==> config.mk <==
export PLATFORM = sky130hd
export DESIGN_NAME = datagram_receiver
export DESIGN_NICKNAME = d
export VERILOG_FILES = /design/src/rtl/datagram_receiver.sv
export SDC_FILE = /design/constraint.sdc
export NUM_CORES = 2
export LEC_CHECK = 0
export BUFFER_PORTS_ARGS = -buffer_cell sky130_fd_sc_hd__buf_2
export CORE_MARGIN = 2
export CORE_UTILIZATION = 51
export DETAILED_ROUTE_END_ITERATION = 10
export PLACE_DENSITY = 0.7
export RECOVER_POWER = 100
export REMOVE_ABC_BUFFERS = 1
export SETUP_SLACK_MARGIN = 0.3
export SLEW_MARGIN = 20
export SYNTH_ARGS = -nofsm -noshare
export SYNTH_HDL_FRONTEND = slang
export SYNTH_SLANG_ARGS = --single-unit
==> constraint.sdc <==
create_clock -name clk -period 5.8 [get_ports clk]
set_clock_uncertainty 0.15 [all_clocks]
set_input_delay 1.16 -clock clk [delete_from_list [all_inputs] [get_ports clk]]
set_output_delay 1.16 -clock clk [all_outputs]
set_load 0.01 [all_outputs]
==> src/rtl/datagram_receiver.sv <==
// Quadrant-board link receiver: reassembles nibble-strobed game-state datagrams,
// verifies their checksum and double-buffers them so the display only swaps at vsync.
module datagram_receiver #(
   parameter int MSG_BITS     = 512,
   parameter int STALE_FRAMES = 8
) (
   input  logic                clk,
   input  logic                rst,
   input  logic                link_strobe,
   input  logic                link_sof,
   input  logic [3:0]          link_data,
   input  logic                vsync,
   output logic [MSG_BITS-1:0] datagram,
   output logic                frame_commit,
   output logic                chk_err,
   output logic                stale
);

   localparam int NIBS = MSG_BITS / 4;
   localparam int CW   = $clog2(NIBS + 1);
   localparam int SW   = $clog2(STALE_FRAMES + 1);

   typedef enum logic [1:0] {IDLE, PAYLOAD, CHK_HI, CHK_LO} state_t;

   logic [1:0]          strb_sync, sof_sync, vs_sync;
   logic [3:0]          data_s1, data_s2;
   logic                strb_d, vs_d;
   logic                nib_evt, commit_pt;
   logic [3:0]          nib;

   state_t              state;
   logic [CW-1:0]       nib_cnt;
   logic [7:0]          sum;
   logic [3:0]          chk_hi;
   logic [MSG_BITS-1:0] shadow, hold;
   logic                pending;
   logic [SW-1:0]       stale_cnt;

   always_ff @(posedge clk or negedge rst) begin
      if (!rst) begin
         strb_sync <= '0;
         sof_sync  <= '0;
         vs_sync   <= '0;
         data_s1   <= '0;
         data_s2   <= '0;
         strb_d    <= 1'b0;
         vs_d      <= 1'b0;
      end else begin
         strb_sync <= {strb_sync[0], link_strobe};
         sof_sync  <= {sof_sync[0], link_sof};
         vs_sync   <= {vs_sync[0], vsync};
         data_s1   <= link_data;
         data_s2   <= data_s1;
         strb_d    <= strb_sync[1];
         vs_d      <= vs_sync[1];
      end
   end

   // Data and sof share the strobe's synchroniser depth, so they line up with the event.
   assign nib_evt   = strb_sync[1] ^ strb_d;
   assign commit_pt = vs_d & ~vs_sync[1];
   assign nib       = data_s2;

   always_ff @(posedge clk or negedge rst) begin
      if (!rst) begin
         state        <= IDLE;
         nib_cnt      <= '0;
         sum          <= '0;
         chk_hi       <= '0;
         shadow       <= '0;
         hold         <= '0;
         pending      <= 1'b0;
         datagram     <= '0;
         frame_commit <= 1'b0;
         chk_err      <= 1'b0;
         stale_cnt    <= SW'(STALE_FRAMES);
         stale        <= 1'b1;
      end else begin
         frame_commit <= 1'b0;
         chk_err      <= 1'b0;

         // Commit sees pending from before this cycle; a completion below re-arms it.
         if (commit_pt) begin
            if (pending) begin
               datagram     <= hold;
               pending      <= 1'b0;
               frame_commit <= 1'b1;
               stale_cnt    <= '0;
               stale        <= 1'b0;
            end else if (stale_cnt != SW'(STALE_FRAMES)) begin
               stale_cnt <= stale_cnt + SW'(1);
               stale     <= (stale_cnt + SW'(1) == SW'(STALE_FRAMES));
            end
         end

         if (nib_evt) begin
            if (sof_sync[1]) begin
               shadow[3:0] <= nib;
               nib_cnt     <= CW'(1);
               sum         <= {4'h0, nib};
               state       <= PAYLOAD;
            end else begin
               case (state)
                  PAYLOAD: begin
                     for (int i = 0; i < NIBS; i++)
                        if (nib_cnt == CW'(i)) shadow[i*4 +: 4] <= nib;
                     sum     <= sum + {4'h0, nib};
                     nib_cnt <= nib_cnt + CW'(1);
                     if (nib_cnt == CW'(NIBS - 1)) state <= CHK_HI;
                  end
                  CHK_HI: begin
                     chk_hi <= nib;
                     state  <= CHK_LO;
                  end
                  CHK_LO: begin
                     if ({chk_hi, nib} == sum) begin
                        hold    <= shadow;
                        pending <= 1'b1;
                     end else begin
                        chk_err <= 1'b1;
                     end
                     state <= IDLE;
                  end
                  default: ;
               endcase
            end
         end
      end
   end

endmodule
Word-level counts from Yosys, hierarchy flattened
Cells that the tools add are included.
- $add $sub $neg: 3
- reduce and logical (&&, ||, !) cells: 139
- eq/ne operators: 134
- multiplexer cells: 25
- bitwise gates (word level): 4
- operator list (operator ; count):
    $eq 8x7->1 const B ; 64
    $reduce_and 4->1 ; 128
    $eq 8x6->1 const B ; 32
    $eq 8x5->1 const B ; 16
    $eq 8x4->1 const B ; 8
    $eq 8x3->1 const B ; 4
    $mux 8 ; 4
    $mux 4 ; 5
    $eq 8x2->1 const B ; 2
    $mux 1 ; 13
    $reduce_and 3->1 ; 3
    $add 8x1->8 const B ; 1
    $add 8x4->8 ; 1
    $eq 8x1->1 const B ; 1
    $eq 8x8->1 ; 1
    $logic_not 8->1 ; 1
    $pmux 2 s3 ; 1
    $reduce_and 2->1 ; 3
    $reduce_bool 2->1 ; 3
    $add 4x1->4 const B ; 1
    $eq 2x2->1 const B ; 2
    $eq 4x4->1 const B ; 1
    $mux 2 ; 2
    $ne 4x4->1 const B ; 1
    6 further kinds ; 7
- register bits after elaboration: 1582
- output and inout port bits: 515
- word-level logic and storage cells: 451

Longest topological paths before layout
- depth after elaboration: 7
- depth in mapped cells: 8
- gate-level depth less buffers: 6

Worst setup path before layout
Ideal clock, no wire load.
- path type: register to register
- start point: reg data_s2[2]
- end point: reg hold[442]
- path buffers: 3
- clock period less this slack: 2.319 ns
- stages on the path, launching flop included: 9
- data arrival time: 2.042 ns
- data required time: 5.523 ns
- slack: 3.481 ns
- cell sequence: dfrtp_1 -> ha_1 -> nor4_1 -> nand2_1 -> nor3_1 -> buf_4 -> buf_4 -> buf_6 -> mux2_1
- longest elaborated chain between the ends: 2
- ends and longest elaborated chain (item ; line ; text):
    start: declaration ; 26 ; logic [3:0] data_s1, data_s2;
    start signal: assignment ; 53 ; data_s2 <= data_s1;
    $eq 8x8->1 ; 116 ; if ({chk_hi, nib} == sum) begin
    $reduce_and 4->1 (no source line) ; -- ;
    end signal: assignment ; 117 ; hold <= shadow;
    end: declaration ; 35 ; logic [MSG_BITS-1:0] shadow, hold;
No other way between the ends.
A chain may end at the register's enable or synchronous reset.

Worst setup path in the final report
- start point: reg data_s2[0]
- end point: reg hold[92]
The elaborated chain is that of the path after synthesis.

==> results.md <==
* Unrepaired setup endpoints after global routing: false
* IO Count at 524
* Critical Path Slowest Stage Cell: dfrtp_1
* Aggregate global-route resource usage at 23.5%
* Post-CTS setup buffer count at 0
* Kind of end point of the critical path: register
* Worst-margin pin slew at 2.76 ns
* Post-placement cell count at 6571
* Die span in x at 347 µm
* Final-layout setup total negative slack at 0 ns
* Final #Nets at 5229
* Failing checks: capacitance limit, slew limit
* Portion of the clock cycle consumed by the worst path in the final layout at 78.2%
* Parity-gate share of the synthesized area counting xor and xnor cells at 0.173%
* Cells traversed along the worst timing path: ha_1 -> nor4_1 -> nand2_1 -> nor3_1 -> buf_12 -> clkbuf_2 -> mux2_1
* Setup Crit Path Kind: register to register
* Register area share after synthesis at 66.0%
* Vias after detailed routing at 36232
* Total gr overflow at 0
* Proportion of register bits with asynchronous set or reset after synthesis at 100%
* Final count of pins violating max slew at 1354
* Last weighted congestion value of the routability-driven placer at 0.776
* Core ar. at 0.116 mm²
* Starting Density at 51.5%
* Share of layout cells above drive strength 1 at 16.2%
* Hold depth at 0
* Arrival time at the worst endpoint at 5.02 ns
* Number of DRC markers after the initial detailed-route iteration at 2365
* Warning count from the yosys run at 0
* Post-Syn Instances at 4717
* Antenna violations before repair at 1
* Relative slew slack at -83.7%
* CTS buffer count at 159
* Max H-tree Level at 4
* Avg WL per Cell at 20.3 µm
* Period minus WS final at 4.54 ns
* CTS sink cnt at 1582
* Die area at 0.120 mm²
* Post-CTS Resized at 0
* Count of placed standard cells in the final layout, fillers left out at 6860
* Pin count of the biggest net entering global routing at 181
* Share of the synthesized area in the top cell type at 66.0%
* Clock root buffer: clkbuf_16
* Final hold violation count at 0
* Number of different library cells in the post-synthesis netlist at 48
* Clk Latency, worst-skew pair at 0.76 ns
* Number of setup violations in the final report at 0
* First-pass GRT wire length at 220000 µm
* Vertical extent of the die at 347 µm
* Maximum number of buffers from clock root to sink at 3
* Largest area contributor in the netlist: dfrtp_1
* Maximum fanout along the worst path at 75
* Vias in the first global route at 37282
* Total wirelength of the detailed-routed design at 139000 µm
* Half-perimeter wire length of the detailed placement result at 85100 µm
* Synthesized-area fraction occupied by adder cells at 0.263%
* Count of hold-fix buffers inserted at cts at 0
* Leading cell type in the layout, fill and taps excluded: nand2_1
* Largest vdd supply drop at 264 µV
* Area added between synthesis and finish at 13.8%
* Top flip-flop cell by instance count after synthesis: dfrtp_1
* MaxCap Viol Count at 22
* Clock tree from TritonCTS: done
* Critical Path Max Stage Delay at 1.02 ns
* Synthesized area per cell at 12.7 µm²
* Compound-cell area share of the yosys netlist at 0.493%
* Flops & latches, synth at 1582
* Status: finished, violations left
* CP Data Required Time at 6.28 ns
* Cell types with the largest area share after synthesis: dfrtp_1 66%, mux2_2 11%, nand2_1 9.9%, mux2_1 8.8%, clkbuf_1 1.1%
* Area fraction in and, or, nand and nor cells after synthesis at 11.4%
* Total standard cell area after synthesis at 0.0599 mm²
* Commonest cells after routing, fill and taps aside: 1582 x nand2_1, 1577 x dfrtp_1, 583 x clkbuf_1, 560 x mux2_2, 469 x mux2_1
* Highest clock frequency the design can meet at 220 MHz
* DRT antenna net count at 0
* Portion of netlist area occupied by mux cells at 19.4%
* Path depth of the worst reg2reg path at 7
* Clock-pin slew reported for the worst setup and hold paths after clock tree synthesis at 0.06 ns
* Count of TritonRoute iterations in the first routing pass at 5
* Total number of placement rows at 125
* Via-per-instance ratio at 5.28
* Combinational family with the most area after synthesis: multiplexers
* Count of flip-flops with a built-in enable after synthesis at 0
* Power density of the placed cells at 326 mW/mm²
* Critical path startpoint category: register
* Port-buffer cells at 523
* Path class of the lowest-slack min-delay path: register to register
* Leak at 0.0362 µW
* Fillers at 9569
* DRC errors left at 0
[final timing paths]
| path | startpoint | endpoint | slack, ns |
|---|---|---|---|
| setup / recovery | data_s2[0]$_DFF_PN0_ | hold[92]$_DFFE_PN0P_ | 1.26 |
| min in group asynchronous | rst | hold[86]$_DFFE_PN0P_ | 0.30 |
| hold reg to reg | data_s1[2]$_DFF_PN0_ | data_s2[2]$_DFF_PN0_ | 0.20 |
| setup reg to reg | data_s2[0]$_DFF_PN0_ | hold[92]$_DFFE_PN0P_ | 1.26 |
| max in group asynchronous | rst | datagram[292]$_DFFE_PN0P_ | 2.07 |
| hold / removal | data_s1[2]$_DFF_PN0_ | data_s2[2]$_DFF_PN0_ | 0.20 |
[kinds of logic after synthesis]
family / count (synthesis)
buffers and inverters: 261
multiplexers: 1031
AND/OR/NAND/NOR: 1774
adder cells (fa/ha/maj): 12
flip-flops: 1582
XOR/XNOR: 11
AO/OA/AOI/OAI: 46
[critical path: cells and delay by family (launching register included)]
family | cells | cell delay [ns]
buf+inv | 2 | 1.39
flops | 1 | 1.02
simple gates | 3 | 0.90
fa+ha+maj | 1 | 0.39
mux | 1 | 0.39
[metrics by stage]
stage               instance area [µm²]  utilization [%]  hold slack [ns]  total power [µW]  worst slack [ns]
floorplan                         58600                -            0.181             11800            -36.75
global placement                  63900             54.9            0.183             12300              2.05
detailed placement                63900             54.9            0.186             12400              2.22
CTS                               69100             59.4            0.195             22500              2.20
global route                      68200             58.6            0.210             23000              1.03
finish                            68200             58.6            0.197             22200              1.26
[cells in the mapped netlist, drive strengths merged (6+ instances only)]
library cell and n:
clkbuf 182, nor2b 6, mux2 1029, dfrtp 1580, nand4 6, nand2 1583, nand3 14, ha 11
o21ai 14, inv 8, nor2 135, a21oi 9, xnor2 6, buf 71
[metal layers]
metal | vias up | routed length (µm) | part of all wire (%) | GRT usage (%)
met5 | - | 0 | 0 | 0
met4 | 0 | 4180 | 3.0 | 8.26
met3 | 212 | 6310 | 4.5 | 4.28
met2 | 703 | 66500 | 48 | 37.2
met1 | 18894 | 62400 | 45 | 32.8
li1 | 16423 | - | - | -
[report_power, final]
| part | internal, µW | total (µW) | switching (µW) |
|---|---|---|---|
| sequential | 11200 | 11300 | 128 |
| combinational | 233 | 797 | 564 |
| clock | 5860 | 10100 | 4250 |
| total | 17300 | 22200 | 4940 |
[layout make-up]
| cell class | instances | area [µm²] | share of cell area, % |
|---|---|---|---|
| multi-input combinational | 2874 | 19000 | 27.9 |
| inverter | 8 | 37.5 | 0.0550 |
| clock inverter | 45 | 464 | 0.680 |
| tap | 1524 | 1910 | 2.79 |
| antenna | 3 | 7.51 | 0.0110 |
| timing repair buffer | 583 | 2470 | 3.62 |
| clock buffer | 241 | 4720 | 6.92 |
| sequential | 1582 | 39600 | 58.0 |
[sequential cells by signal, summed over array words and instances (netlist names), 2 cells and up]
signal,flops
vs_sync,2
shadow,512
sum,8
nib_cnt,8
state,2
sof_sync,2
data_s1,4
hold,512
data_s2,4
chk_hi,4
datagram,512
stale_cnt,4
strb_sync,2
Note: power is estimated with default switching activity, not from simulation.
